[config.mk]
export PLATFORM = sky130hd
export DESIGN_NAME = reg_file_wb
export DESIGN_NICKNAME = d
export VERILOG_FILES = /design/src/rtl/reg_file_wb.sv
export SDC_FILE = /design/constraint.sdc
export NUM_CORES = 2
export LEC_CHECK = 0
export CORE_MARGIN = 2
export CORE_UTILIZATION = 57
export DETAILED_ROUTE_END_ITERATION = 8
export GPL_TIMING_DRIVEN = 1
export MAX_ROUTING_LAYER = met4
export PLACE_DENSITY_LB_ADDON = 0.08
export SLEW_MARGIN = 15
export SYNTH_ARGS = -nofsm -noshare
export SYNTH_HDL_FRONTEND = slang
export SYNTH_SLANG_ARGS = --single-unit
[constraint.sdc]
create_clock -name clk -period 3 [get_ports clk]
set_input_delay 0.6 -clock clk [delete_from_list [all_inputs] [get_ports clk]]
set_output_delay 0.6 -clock clk [all_outputs]
set_load 0.02 [all_outputs]
[src/rtl/reg_file_wb.sv]
// 32x32 register file with an in-order write-back queue; commits one head entry per drain cycle (min 1 cycle accept-to-array).
// wb_ready is a pure function of queue occupancy; define WB_BYPASS_EN to forward pending writes to the read ports.
module reg_file_wb #(
  parameter int WB_DEPTH = 2
) (
  input  logic                      clk,
  input  logic                      rst,
  input  logic                      wb_valid,
  output logic                      wb_ready,
  input  logic [4:0]                wb_rd,
  input  logic [31:0]               wb_data,
  input  logic                      drain,
  input  logic [4:0]                rs1,
  input  logic [4:0]                rs2,
  output logic [31:0]               rd1,
  output logic [31:0]               rd2,
  output logic                      hazard,
  output logic [$clog2(WB_DEPTH):0] wb_count,
  output logic                      wb_idle
);
  localparam int PW = $clog2(WB_DEPTH);

  logic [31:0]   regs   [32];
  logic [4:0]    q_rd   [WB_DEPTH];
  logic [31:0]   q_data [WB_DEPTH];
  logic [PW-1:0] head, tail;
  logic [PW:0]   count;
  logic          push, pop;

  assign wb_ready = count < (PW+1)'(WB_DEPTH);
  assign wb_idle  = (count == '0);
  assign wb_count = count;
  // x0 writes complete the handshake but never occupy a slot
  assign push = wb_valid && wb_ready && (wb_rd != 5'd0);
  assign pop  = drain && !wb_idle;

  always_ff @(posedge clk) begin
    if (rst) begin
      head  <= '0;
      tail  <= '0;
      count <= '0;
      for (int i = 0; i < 32; i++) regs[i] <= '0;
    end else begin
      if (pop) begin
        regs[q_rd[head]] <= q_data[head];
        head <= head + PW'(1);
      end
      if (push) tail <= tail + PW'(1);
      if (push && !pop)
        count <= count + (PW+1)'(1);
      else if (pop && !push)
        count <= count - (PW+1)'(1);
    end
  end

  always_ff @(posedge clk) begin
    if (push) begin
      q_rd[tail]   <= wb_rd;
      q_data[tail] <= wb_data;
    end
  end

  logic [31:0]   arr1, arr2;
  logic          hit1, hit2;
  logic [PW-1:0] ptr;

  assign arr1 = (rs1 == 5'd0) ? 32'd0 : regs[rs1];
  assign arr2 = (rs2 == 5'd0) ? 32'd0 : regs[rs2];

  always_comb begin
    hit1 = 1'b0;
    hit2 = 1'b0;
    ptr  = head;
    for (int i = 0; i < WB_DEPTH; i++) begin
      ptr = head + PW'(i);
      if ((PW+1)'(i) < count) begin
        if (rs1 != 5'd0 && q_rd[ptr] == rs1) hit1 = 1'b1;
        if (rs2 != 5'd0 && q_rd[ptr] == rs2) hit2 = 1'b1;
      end
    end
  end

`ifdef WB_BYPASS_EN
  logic [31:0]   fwd1, fwd2;
  logic [PW-1:0] bptr;

  // Scan oldest to youngest so the youngest matching entry wins
  always_comb begin
    fwd1 = '0;
    fwd2 = '0;
    bptr = head;
    for (int i = 0; i < WB_DEPTH; i++) begin
      bptr = head + PW'(i);
      if ((PW+1)'(i) < count) begin
        if (q_rd[bptr] == rs1) fwd1 = q_data[bptr];
        if (q_rd[bptr] == rs2) fwd2 = q_data[bptr];
      end
    end
  end

  assign rd1    = hit1 ? fwd1 : arr1;
  assign rd2    = hit2 ? fwd2 : arr2;
  assign hazard = 1'b0;
`else
  assign rd1    = arr1;
  assign rd2    = arr2;
  assign hazard = hit1 | hit2;
`endif

endmodule

* Yosys cells after proc, flatten, opt, wreduce, memory -nomap -nowiden *
Memory sizes are Yosys's and may differ from the RTL's. A register that Yosys moved wholly into a read port is not among the register bits.
Cells that the tools add are included.

word-level totals
  flip-flop bits (word level) = 4
  bits in writable memories = 1098
  input port bits = 51
  logic and storage cells = 64
  memories = 3

cells by class
  $add $sub $neg = 4
  order comparisons = 3
  eq/ne operators = 4
  multiplexer cells = 26
  bitwise operators = 1
  reduce and logical (&&, ||, !) cells = 20

memories
  memory  words  bits a word  rd ports  clocked after memory_dff  write ports  RTL line  source
  regs    32     32           2         0                         32           23        logic [31:0] regs [32];
  q_data  2      32           1         1                         1            25        logic [31:0] q_data [WB_DEPTH];
  q_rd    2      5            2         1                         1            24        logic [4:0] q_rd [WB_DEPTH];

operators with widths
  kind                                               number
  2-to-1 mux 32 bit                                  3
  OR reduction 32 bit                                1
  == test 5 bit                                      4
  2-to-1 mux 1 bit                                   20
  nonzero test 5 bit                                 3
  zero test 5 bit                                    2
  logical AND 1 bit                                  9
  2-to-1 mux 5 bit                                   1
  < comparator 1 x 2 -> 1 bit, first input constant  2
  2-to-1 mux 2 bit                                   2
  zero test 1 bit                                    3
  adder 1 bit, second input constant                 2
  adder 2 x 1 -> 2 bit, second input constant        1
  zero test 2 bit                                    1
  < comparator 2 bit, second input constant          1
  nonzero test 2 bit                                 1
  subtractor 2 x 1 -> 2 bit, second input constant   1
  bitwise OR 1 bit                                   1

* Logic depth before layout (Yosys ltp) *
  depth in word-level cells = 8
  mapped depth = 9
  depth with buffers taken out = 8

* Worst setup path before layout *
No wires, ideal clock.

  kind = register to register
  from = register count[1], in the netlist wb_count[1]
  to = memory regs[23][0], enable pin
  arrival = 2724 ps
  path slack = -118 ps
  stages on the path, launching flop included = 9
  buffers on the path = 1
  cell sequence = dfxtp_1 > inv_1 > ha_1 > nand2b_1 > nor3_2 > and2_1 > nand2b_1 > clkbuf_1 > nand2b_1

RTL lines
  element                   RTL line  source
  start: declaration        27        logic [PW:0] count;
  start signal: assignment  50        count <= count + (PW+1)'(1);
  start signal: assignment  52        count <= count - (PW+1)'(1);
  end: declaration          23

==> results_dict.tcl <==
set metrics [dict create \
    outcome "complete, but fails checks" \
    violations "setup timing" \
    htreeDepth 3 \
    wl_per_cell_um 34.11 \
    cp_slowest_cell "mux4_2" \
    grt_pass1_vias 40085 \
    num_vias 38589 \
    slew_headroom_pct 43.06 \
    design_area_sq_um 68830 \
    critPathMaxFanout 2 \
    p_per_area_nw_per_um2 596.3 \
    end_kind "output port" \
    synth_cells 3725 \
    port-buffer-count 119 \
    clk_pin_slew_ps 60 \
    drv_slew 0 \
    place_congestion 0.9205 \
    first_iter_violations 5529 \
    met1Wirelength_um 66070 \
    synth_top_cell_by_area "edfxtp_1" \
    final_core_util_pct 71.17 \
    start_util_pct 57.44 \
    hold_depth 1 \
    synthArstFlopShare_pct 0 \
    ys_seq_elements 1103 \
    fin_ws_ps -335.3 \
    remaining_drc_errors 0 \
    grt_usage_pct 39.52 \
    synth_top_area_share_pct 59.35 \
    crit_family "multiplexers" \
    synthFlopType "edfxtp_1" \
    ios 120 \
    die_width_um 316.2 \
    rsz0062_at_grt "yes" \
    cts_buffers 115 \
    areaGrowthSynthToFinish_pct 23.90 \
    leakagePower_nw 24.63 \
    postPlaceCellArea_sq_um 62110 \
    rrSetupSlack_ps 260 \
    cts_sinks 1103 \
    fin_nets 4236 \
    worst_pin_slew_ps 836.3 \
    wl_um 189400 \
    gr-total-overflow 0 \
    coreArea_sq_um 96710 \
    cts_root_buf "clkbuf_16" \
    ys_warn_count 0 \
    synth_edf_count 1098 \
    final_cells 5554 \
    top_layer "met4" \
    critPathLaunchType "flip-flop" \
    hold_ws_ps 477.1 \
    synth_top_cells_by_count "1,100 x nor2_1, 1,098 x edfxtp_1, 512 x mux4_2, 224 x clkbuf_1, 144 x mux2i_1" \
    crit_buf_inv 1 \
    crit_chain "mux4_2 -> mux2_2 -> o211ai_1 -> a21oi_2 -> buf_6" \
    worstRegToRegCells 8 \
    syn_avg_cell_area_sq_um 14.91 \
    clk_path_buf_depth 3 \
    drive_gt1_share_pct 40.63 \
    synth_cell_types 48 \
    finalHoldViolations 0 \
    cap_violations 0 \
    worstSetupPathType "reg2out" \
    critPathMaxStageDelay_ps 480 \
    crit_arrival_ps 2740 \
    hold_path.class "in2reg" \
    endpoint "rd1[17]" \
    crit_start "regs[11][17]" \
    firstDrtPassIters 5 \
    antenna_found_initial 3 \
    setup_violations 64 \
    cts_tree "done" \
    grt_start_max_net_pins 33 \
    ant_nets 0 \
    grt_pass1_wl_um 271600 \
    crit_required_ps 2400 \
    synthTopCellsByArea "edfxtp_1 59%, mux4_2 21%, nor2_1 7.4%, mux2i_1 2.6%, clkbuf_1 1.5%" \
    synth_area_sq_um 55550 \
    r2r-end "regs[12][5]" \
    nFillCells 6328 \
    holdBufCountCts 0 \
    power_mw 41.05 \
    via_per_inst 6.948 \
    skew_ps 22.21 \
    die_area_sq_um 99980 \
    period_minus_slack_ps 3335 \
    fmax_mhz 299.8 \
    routed-wl-met3_um 20600 \
    clk_latency_ps 710 \
    rows 114 \
    placedCellCount 5233 \
    die_h_um 316.2 \
    place.detailed.hpwl_um 120800 \
    finalCritPeriodShare_pct 111.2 \
    peakVddDrop_mv 0.7559 \
    cp.depth 5 \
    wl_met2_um 91170 \
    synth.most_common_cell "nor2_1" \
    synth_nets 3779 \
    synth-seq-area-share_pct 59.53 \
]
-- state kept, by name, summed over array words and instances, names as in the netlist, named ones only --
register / cells
q_data: 64
tail: 1
regs: 1024
head: 1
wb_count: 2
q_rd: 10
-- placed cells by master (no fill, tap or decap), types with 7 or more instances in the layout --
cell             netlist  layout
a211oi_1              48      36
clkbuf_16              0     127
nor2b_1               30      25
o21ai_1                1      20
buf_16                 0      14
nor2_2                 0      31
nand2b_2               0      31
a21oi_2                0      15
buf_2                108      14
buf_6                 19      48
clkdlybuf4s50_1        0      44
buf_8                  0       8
nand2b_1              38       7
nand2_1               46      44
xor2_1                 9       9
o21ai_0               43      19
mux2_2                64      56
o211ai_1              21      21
a211oi_2               0       9
mux2_4                 0       8
bufinv_16              0      12
clkinv_1               0      25
buf_12                 0     124
clkbuf_1             224      23
buf_4                 24     473
mux2i_2                0      44
a221oi_2               0      68
mux2i_1              144      50
edfxtp_1            1098    1098
mux4_2               512     512
xnor2_1               15      15
mux2i_4                0      50
clkinv_2               0      20
a221oi_4               0      14
nor2_1              1100    1064
-- worst register-to-register path: stages, from the launching register on --
cell      delay [ps]
dfxtp_4          470
buf_4            160
buf_4            150
buf_4            510
a32oi_1          270
nor2_1           280
nand2_1          120
nand2b_2         140
buf_12           290
-- through the flow --
| stage | TNS, ps | setup slack [ps] |
|---|---|---|
| floorplan | 0 | 20.88 |
| global placement | -37300 | -838.8 |
| detailed placement | -37820 | -826.1 |
| CTS | -11800 | -260.1 |
| global route | -13660 | -286.5 |
| finish | -11080 | -335.3 |
-- timing repair --
action                     4_1_cts  5_1_grt
pin swaps                       49       48
setup endpoints to repair       65       65
gates resized for setup        513      114
cloned                           6        6
setup buffers                   71       39
-- final cells by class --
type | instances | area (sq um) | area share (%)
clock buffer | 142 | 3064 | 4.452
tap | 1276 | 1597 | 2.319
multi-input combinational | 2221 | 22580 | 32.80
sequential | 1103 | 33080 | 48.06
timing repair buffer | 735 | 7855 | 11.41
inverter | 6 | 22.52 | 0.03272
clock inverter | 66 | 625.6 | 0.9089
antenna | 5 | 12.51 | 0.01818
-- power breakdown --
part | switching, mW | internal (mW)
clock network | 6.09 | 8.21
registers | 0.478 | 17.8
logic | 5.05 | 3.45
-- worst min-delay path by stage --
stage                            from             to
final                     wb_data[28]  q_data[1][28]
after global routing      wb_data[18]  q_data[1][18]
after CTS                 wb_data[19]  q_data[1][19]
after global placement    wb_count[1]    wb_count[1]
after detailed placement  wb_count[1]    wb_count[1]
after floorplan                  tail           tail
-- metal layers --
metal,GRT usage (%),vias to the layer above
met5,-,-
met4,20.72,0
met3,7.090,643
met2,61.38,2872
met1,50.34,19815
li1,-,15259
-- cell families (layout without fill, tap and decap cells) --
logic type / count (synthesis) / count (layout) / share of synthesized area [%]
and+or+nand+nor: 1245 / 1245 / 8.899
DFF: 1103 / 1103 / 59.53
muxes: 720 / 720 / 24.65
buffers and inverters: 401 / 949 / 3.426
AOI/OAI and AO/OA: 229 / 229 / 3.050
xor gates and xnor gates: 24 / 24 / 0.3784
adders and majority gates: 3 / 3 / 0.06757
other: 0 / 5 / 0
Power figures use the tool's default switching activity.
